<file path="src/rtl/mips_pkg.sv">
// Shared MIPS opcodes, forwarding-select encodings and instruction-field decode
// helpers used by the ID/EX stage and its forwarding-select sub-block.
package mips_pkg;

    localparam logic [5:0] ALUop   = 6'd0;
    localparam logic [5:0] Jop     = 6'd2;
    localparam logic [5:0] JALop   = 6'd3;
    localparam logic [5:0] ADD_IMM = 6'd8;
    localparam logic [5:0] LW      = 6'd35;
    localparam logic [5:0] SW      = 6'd43;

    localparam logic [1:0] FWD_ID  = 2'b00;
    localparam logic [1:0] FWD_WB  = 2'b01;
    localparam logic [1:0] FWD_MEM = 2'b10;

    typedef struct packed {
        logic [5:0] op;
        logic [4:0] rs;
        logic [4:0] rt;
        logic [4:0] rd;
        logic [4:0] shamt;
        logic [5:0] funct;
    } ir_fields_t;

    function automatic ir_fields_t split_ir(input logic [31:0] ir);
        return ir_fields_t'(ir);
    endfunction

    // Register written by the instruction; 0 means no architectural write.
    function automatic logic [4:0] dest_reg(input logic [31:0] ir);
        ir_fields_t f;
        f = split_ir(ir);
        case (f.op)
            ALUop:       return f.rd;
            LW, ADD_IMM: return f.rt;
            default:     return 5'd0;
        endcase
    endfunction

    function automatic logic uses_rs(input logic [31:0] ir);
        ir_fields_t f;
        f = split_ir(ir);
        return (f.op == ALUop) || (f.op == LW) || (f.op == SW) || (f.op == ADD_IMM);
    endfunction

    // Only register-register ALU ops feed rt into the ALU; SW rt is store data.
    function automatic logic uses_rt_alu(input logic [31:0] ir);
        ir_fields_t f;
        f = split_ir(ir);
        return f.op == ALUop;
    endfunction

    function automatic logic is_load(input logic [31:0] ir);
        ir_fields_t f;
        f = split_ir(ir);
        return f.op == LW;
    endfunction

endpackage

</file>
<file path="src/rtl/fwd_sel.sv">
// Forwarding select for one source register, evaluated against the instructions
// that will sit in EX/MEM and MEM/WB when the consumer reaches EX.
module fwd_sel
    import mips_pkg::*;
#(
    parameter int DW = 32
) (
    input  logic [4:0]    r,
    input  logic [DW-1:0] idex_ir,
    input  logic          idex_valid,
    input  logic [DW-1:0] exmem_ir,
    output logic [1:0]    sel
);

    logic [4:0] idex_dest;
    logic [4:0] exmem_dest;

    assign idex_dest  = dest_reg(idex_ir[31:0]);
    assign exmem_dest = dest_reg(exmem_ir[31:0]);

    // The nearer producer (current ID/EX) holds the newest value, so it wins.
    always_comb begin
        sel = FWD_ID;
        if (r != 5'd0) begin
            if (idex_valid && (idex_dest == r)) begin
                sel = FWD_MEM;
            end else if (exmem_dest == r) begin
                sel = FWD_WB;
            end
        end
    end

endmodule

</file>
<file path="src/rtl/idex_fwd_stage.sv">
// ID/EX pipeline register with registered ALU forwarding selects, load-use
// hazard detection (stall + bubble) and a saturating stall-cycle counter.
module idex_fwd_stage
    import mips_pkg::*;
#(
    parameter int DW  = 32,
    parameter int SCW = 16
) (
    input  logic           clock,
    input  logic           reset_n,
    input  logic           id_valid,
    input  logic [DW-1:0]  id_ir,
    input  logic [DW-1:0]  id_a,
    input  logic [DW-1:0]  id_b,
    input  logic [DW-1:0]  id_pc,
    input  logic           flush,
    input  logic [DW-1:0]  exmem_ir,
    output logic [DW-1:0]  idex_ir,
    output logic [DW-1:0]  idex_a,
    output logic [DW-1:0]  idex_b,
    output logic [DW-1:0]  idex_pc,
    output logic           idex_valid,
    output logic [1:0]     fa,
    output logic [1:0]     fb,
    output logic           stall,
    output logic [SCW-1:0] stall_count
);

    ir_fields_t id_f;
    logic [4:0] load_dest;
    logic       idex_is_load;
    logic       rs_conflict;
    logic       rt_conflict;
    logic       hazard;
    logic       bubble;
    logic [1:0] sel_rs;
    logic [1:0] sel_rt;
    logic [1:0] fa_next;
    logic [1:0] fb_next;

    assign id_f         = split_ir(id_ir[31:0]);
    assign load_dest    = dest_reg(idex_ir[31:0]);
    assign idex_is_load = idex_valid && is_load(idex_ir[31:0]);

    assign rs_conflict = uses_rs(id_ir[31:0]) && (id_f.rs == load_dest);
    assign rt_conflict = uses_rt_alu(id_ir[31:0]) && (id_f.rt == load_dest);

    // Handshake: id_valid qualifies the decode slot; stall is the same-cycle
    // back-pressure telling IF/ID to hold, and idex_valid qualifies the EX slot.
    // A load's data is not ready for a consumer directly behind it, so the
    // consumer is held one cycle and then picks the value up from MEM/WB.
    assign hazard = reset_n && idex_is_load && id_valid && (load_dest != 5'd0)
                    && (rs_conflict || rt_conflict);
    assign stall  = hazard;
    assign bubble = hazard || flush;

    fwd_sel #(.DW(DW)) u_fwd_rs (
        .r          (id_f.rs),
        .idex_ir    (idex_ir),
        .idex_valid (idex_valid),
        .exmem_ir   (exmem_ir),
        .sel        (sel_rs)
    );

    fwd_sel #(.DW(DW)) u_fwd_rt (
        .r          (id_f.rt),
        .idex_ir    (idex_ir),
        .idex_valid (idex_valid),
        .exmem_ir   (exmem_ir),
        .sel        (sel_rt)
    );

    assign fa_next = uses_rs(id_ir[31:0])     ? sel_rs : FWD_ID;
    assign fb_next = uses_rt_alu(id_ir[31:0]) ? sel_rt : FWD_ID;

    // A bubble is an all-zero IR (sll r0), which has no destination.
    always_ff @(posedge clock or negedge reset_n) begin
        if (!reset_n) begin
            idex_ir    <= '0;
            idex_a     <= '0;
            idex_b     <= '0;
            idex_pc    <= '0;
            idex_valid <= 1'b0;
            fa         <= FWD_ID;
            fb         <= FWD_ID;
        end else if (bubble) begin
            idex_ir    <= '0;
            idex_a     <= '0;
            idex_b     <= '0;
            idex_pc    <= '0;
            idex_valid <= 1'b0;
            fa         <= FWD_ID;
            fb         <= FWD_ID;
        end else begin
            idex_ir    <= id_ir;
            idex_a     <= id_a;
            idex_b     <= id_b;
            idex_pc    <= id_pc;
            idex_valid <= id_valid;
            fa         <= fa_next;
            fb         <= fb_next;
        end
    end

    always_ff @(posedge clock or negedge reset_n) begin
        if (!reset_n) begin
            stall_count <= '0;
        end else if (hazard && (stall_count != {SCW{1'b1}})) begin
            stall_count <= stall_count + 1'b1;
        end
    end

endmodule

</file>
<file path="config.mk">
export PLATFORM = sky130hd
export DESIGN_NAME = idex_fwd_stage
export DESIGN_NICKNAME = d
export VERILOG_FILES = /design/src/rtl/mips_pkg.sv /design/src/rtl/fwd_sel.sv /design/src/rtl/idex_fwd_stage.sv
export SDC_FILE = /design/constraint.sdc
export NUM_CORES = 1
export LEC_CHECK = 0
export ABC_CLOCK_PERIOD_IN_PS = 4100
export BUFFER_PORTS_ARGS = -buffer_cell sky130_fd_sc_hd__buf_2
export CORE_ASPECT_RATIO = 0.5
export CORE_MARGIN = 5
export CORE_UTILIZATION = 48
export CTS_CLUSTER_DIAMETER = 100
export DETAILED_ROUTE_END_ITERATION = 10
export PLACE_DENSITY_LB_ADDON = 0.1
export SETUP_SLACK_MARGIN = 0.1
export SYNTH_ARGS = -nofsm -noshare
export SYNTH_HDL_FRONTEND = slang
export SYNTH_SLANG_ARGS = --single-unit
</file>
<file path="constraint.sdc">
create_clock -name clock -period 4.1 [get_ports clock]
set_input_delay 0.615 -clock clock [delete_from_list [all_inputs] [get_ports clock]]
set_output_delay 0.615 -clock clock [all_outputs]
set_load 0.02 [all_outputs]
</file>
# == After elaboration in Yosys (flattened, before gate mapping) ==
# Index checks and enable logic that the tools add are counted.
# word_totals
inputBits,164
output_inout_bits,150
reg_bits,149
word_cells,63
# classes
add_sub_neg,1
n_eq_ne,14
muxes,17
n_reduce_logical,23
# op_table
operator,count
$mux 32,4
$eq 5x5->1,6
$eq 6x6->1 const B,4
$pmux 5 s2,2
$eq 6x4->1 const B,3
$logic_not 6->1,3
$add 16x1->16 const B,1
$mux 2,8
$ne 16x16->1 const B,1
$reduce_bool 5->1,3
$logic_and 1x1->1,10
$logic_or 1x1->1,5
$reduce_or 2->1,2
$mux 1,3

# == Depth between registers and ports, before layout ==
# logic_depth
ltp_word,9
mapped_depth,12
mapped_depth_nobuf,8

# == Modules after synthesis ==
# A second synthesis with hierarchy kept.
# unflattened
hier_cells,519
hier_area_um2,6383.6
# modules_own_cells
module,instances,area_each_um2,seq_area_each_um2,cells_each
idex_fwd_stage,1,5630.4,3728.6,427
fwd_sel,2,376.6,0.0,46

# == Least setup slack after synthesis ==
# Ideal clock, no wire load.
# synth_timing
path_kind,reg2out
from,reg idex_ir[29]
to,out stall
t_arrival_ps,2417
setup_slack_ps,1068
path_buffers,1
stages_incl_launch_ff,9
required_ps,3485
path_cell_list,dfrtp_1 > and4b_4 > o211a_1 > or3_1 > a32oi_1 > nor4b_2 > a22o_1 > buf_6 > nor2b_1
# synth_between
elab_chain_len,7
elab_cells_between_ends,16
cone_classes,eq/ne: 4; mux: 1; reduce/logical: 11
# synth_rtl
element,line_no,text
start: declaration,idex_fwd_stage.sv:18,"output logic [DW-1:0] idex_ir,"
start signal: assignment,idex_fwd_stage.sv:95,idex_ir <= id_ir;
$eq 6x6->1 / $eq 6x4->1 (equally long branches),"mips_pkg.sv:33, mips_pkg.sv:56",
$reduce_or 2->1,mips_pkg.sv:33,case (f.op)
$pmux 5 s2,mips_pkg.sv:33,
$eq 5x5->1 (on tied branches),"idex_fwd_stage.sv:45, idex_fwd_stage.sv:46",
$logic_and 1x1->1 (on tied branches),"idex_fwd_stage.sv:45, idex_fwd_stage.sv:46",
$logic_or 1x1->1,idex_fwd_stage.sv:53,&& (rs_conflict || rt_conflict);
$logic_and 1x1->1 *,idex_fwd_stage.sv:53,
end: declaration,idex_fwd_stage.sv:25,"output logic stall,"
# Mark *: on every way between the ends. The rest lies on a longest branch, timed or not.

# == Worst setup path in the final report ==
# Same ends and word-level chain as after synthesis.

==> out/results.txt <==
Total congestion overflow: 0
Total negative setup slack: 0 ps
Final Critical Period: 3620 ps
Total chip power: 3.43 mW
Worst flop-to-flop path startpoint: idex_ir[29]
Detailed Routing Iterations Pass 1: 4
Critical path required time: 3480 ps
Clock-pin transition on the worst setup and hold timing paths: 60 ps
Achievable Freq: 276 MHz
Reg-to-reg endpoint: idex_a[28]
Status: finished clean
Worst setup endpoint: stall
Synth-to-layout area growth: 38.2%
Number of levels the H-tree was split into: 4
Number of instances in the synthesized netlist: 446
Post-synthesis area per instance: 13.0 µm²
Residual DRC: 0
Number of violations of the max-capacitance limit: 0
R2R cell count: 9
Worst slew slack as a fraction of its limit: 45.9%
Reg-to-reg setup timing slack: 1120 ps
Number of cells in the design after placement: 896
Root buffer selected by CTS: sky130_fd_sc_hd__clkbuf_16
Setup Viol. Count Final: 0
Number of antenna violations at the first check in global routing: 4
Post-synth top cells: sky130_fd_sc_hd__dfrtp_1 (149), sky130_fd_sc_hd__and2_1 (98), sky130_fd_sc_hd__and2_4 (30)
Vertical die dimension: 87.8 µm
CTS sink count: 149
Last weighted congestion value of the routability-driven placer: 0.785
Final Hold Viols: 0
Cell family with most CP delay: simple AND/OR/NAND/NOR gates
Via count of the first global-routing pass: 4562
Count of vias placed by the detailed router: 4351
IO Count: 314
Unique masters post-synth: 44
Core box area: 0.0118 mm²
Wire length of the first global-routing pass: 23800 µm
HPWL after DPL: 11500 µm
Count of non-filler cells in the finished layout: 927
Final cycle utilization of the critical path: 88.3%
Largest fanout of any net on the critical path: 17
X dimension of the die: 166 µm
Share of synthesized area occupied by flip-flops and latches: 64.1%
Pin count of the biggest net entering global routing: 69
Post-synth top area cell: sky130_fd_sc_hd__dfrtp_1
Initial standard-cell utilization of the core: 49.1%
Pwr Density: 427 mW/mm²
Number of filler instances in the final layout: 939
Crit path largest cell delay: 460 ps
Post-detailed-route wirelength per cell: 16.2 µm
Bufs on Longest Clock Path: 2
Cell breakdown of the critical path: and4b_4, o211a_1, or3_1, a32oi_1, nor4b_2, a22o_1, buf_4, nor2b_2, buf_2
Number of flops mapped to enable cells by yosys: 0
Path category of the worst min-delay check: in2async
Max IR drop VDD: 0.252 mV
Detailed Route Iter0 Violations: 285
Global-route total usage across every layer: 21.0%
Ant diodes: 0
Async S/R FF share, synth: 100%
Critical path arrival: 3010 ps
Post-synthesis sequential element count: 149
Fin Clk Skew: 10.4 ps
Critical path class: reg2out
Layout cells sized above 1: 49.5%
Number of synthesis warnings: 0
Final Max Slew Viols: 0
Cell with the most instances after synthesis: sky130_fd_sc_hd__dfrtp_1
Launching element type of the critical path: flop
Rows: 28
Crit. Startpoint: idex_ir[29]
CTS tree: done
Most used flip-flop cell after synthesis: sky130_fd_sc_hd__dfrtp_1
Area share of the largest cell type after synthesis: 64.1%
Slew at the pin with the worst max-slew slack: 801 ps
Dominant cells by area after synthesis: sky130_fd_sc_hd__dfrtp_1 (64%), sky130_fd_sc_hd__and2_1 (11%), sky130_fd_sc_hd__and2_4 (4.5%)
Total wire length after detailed routing: 15000 µm
Die Area: 0.0146 mm²
Slowest stage cell, crit path: sky130_fd_sc_hd__dfrtp_1
Antenna Nets Post-Route: 0
Leakage power: 4.35 nW
Depth of the critical timing path with buffers and inverters included: 9
RSZ-0062 raised after global routing: false
Net count of the mapped netlist: 611
Per-cell via count in the routed design: 4.69
Type of destination of the critical path: output pin
Quantity of hold-fixing buffers added after cts: 0
CP bufs+invs: 2
Final layout net count: 915
Post-synth design cell area: 0.00582 mm²
Clk Latency, worst-skew pair: 410 ps
Number of port buffers: 297
Clock buffers created by TritonCTS: 17
-- layout make-up --
type	count	area [µm²]	area share, %
Tap cell	165	206	2.57
Clock inverter	14	143	1.77
Sequential cell	149	3730	46.4
Inverter	3	11.3	0.140
Clock buffer	17	425	5.29
Multi-Input combinational cell	276	1980	24.7
Timing Repair Buffer	303	1540	19.1
-- timing repair --
action	4_1_cts	5_1_grt
setup buffers	0	0
gates resized for setup	0	3
endpoints found under the hold margin	0	0
endpoints found under the setup margin	0	1
-- kinds of logic after synthesis --
| group | share of synthesized area [%] |
|---|---|
| adders and majority gates | 0.215 |
| xor gates and xnor gates | 4.37 |
| buffers and inverters | 2.09 |
| and+or+nand+nor | 24.8 |
| muxes | 0.581 |
| AOI/OAI and AO/OA | 3.83 |
| DFF | 64.1 |
-- power breakdown --
group,internal [mW],leakage [nW],switching [mW]
Combinational,0.160,2.14,0.221
Sequential,1.53,1.94,0.0223
Clock,0.851,0.269,0.642
-- placed cells by master, fill, tap and decap left out, drive strengths merged, types with 2 or more instances in the layout --
| cell type | n |
|---|---|
| buf | 303 |
| dfrtp | 149 |
| and2 | 128 |
| xnor2 | 21 |
| clkbuf | 17 |
| nand4 | 13 |
| nand3 | 12 |
| and3 | 11 |
| nor3 | 11 |
| inv | 10 |
| nand2 | 9 |
| xor2 | 8 |
| nor2 | 7 |
| a22o | 6 |
| and4b | 5 |
| nor4b | 5 |
| or4 | 4 |
| o211ai | 4 |
| or3 | 4 |
| clkinvlp | 4 |
| o21ai | 3 |
| mux2 | 3 |
| nor2b | 3 |
| o211a | 2 |
| a211o | 2 |
| a32oi | 2 |
| a31oi | 2 |
| a21oi | 2 |
| clkinv | 2 |
-- per-stage QoR --
stage | area [µm²] | worst slack (ps) | hold slack, ps | util [%]
2_1_floorplan | 5820 | 1070 | 319 | -
3_3_place_gp | 7450 | 871 | 471 | 62.9
3_5_place_dp | 7450 | 807 | 481 | 62.9
4_1_cts | 8020 | 334 | 52.8 | 67.7
5_1_grt | 8040 | 226 | 66.4 | 67.9
6_report | 8040 | 479 | 55.7 | 67.9
-- state kept, by name, indices dropped and copies added, names as in the netlist --
signal,count
idex_pc,32
fb,2
idex_a,32
idex_b,32
idex_ir,32
fa,2
idex_valid,1
stall_count,16
-- per-layer routing --
metal / share of wire (%) / track usage (%) / vias up
met5: 0.33 / 0 / -
met4: 1.4 / 7.49 / 8
met3: 8.8 / 8.75 / 28
met2: 53 / 37.8 / 145
met1: 36 / 22.8 / 2079
li1: - / - / 2091
-- worst min path at each step --
stage / startpoint / endpoint / slack (ps) / depth (start not counted)
final: reset_n / idex_a[16] / 60 / 1
after global routing: reset_n / idex_a[16] / 70 / 1
after CTS: reset_n / idex_a[16] / 50 / 1
after detailed placement: stall_count[8] / stall_count[8] / 480 / 1
after global placement: stall_count[10] / stall_count[10] / 470 / 1
after floorplan: reset_n / fa[0] / 320 / 0
(Power assumes the default switching activity.)
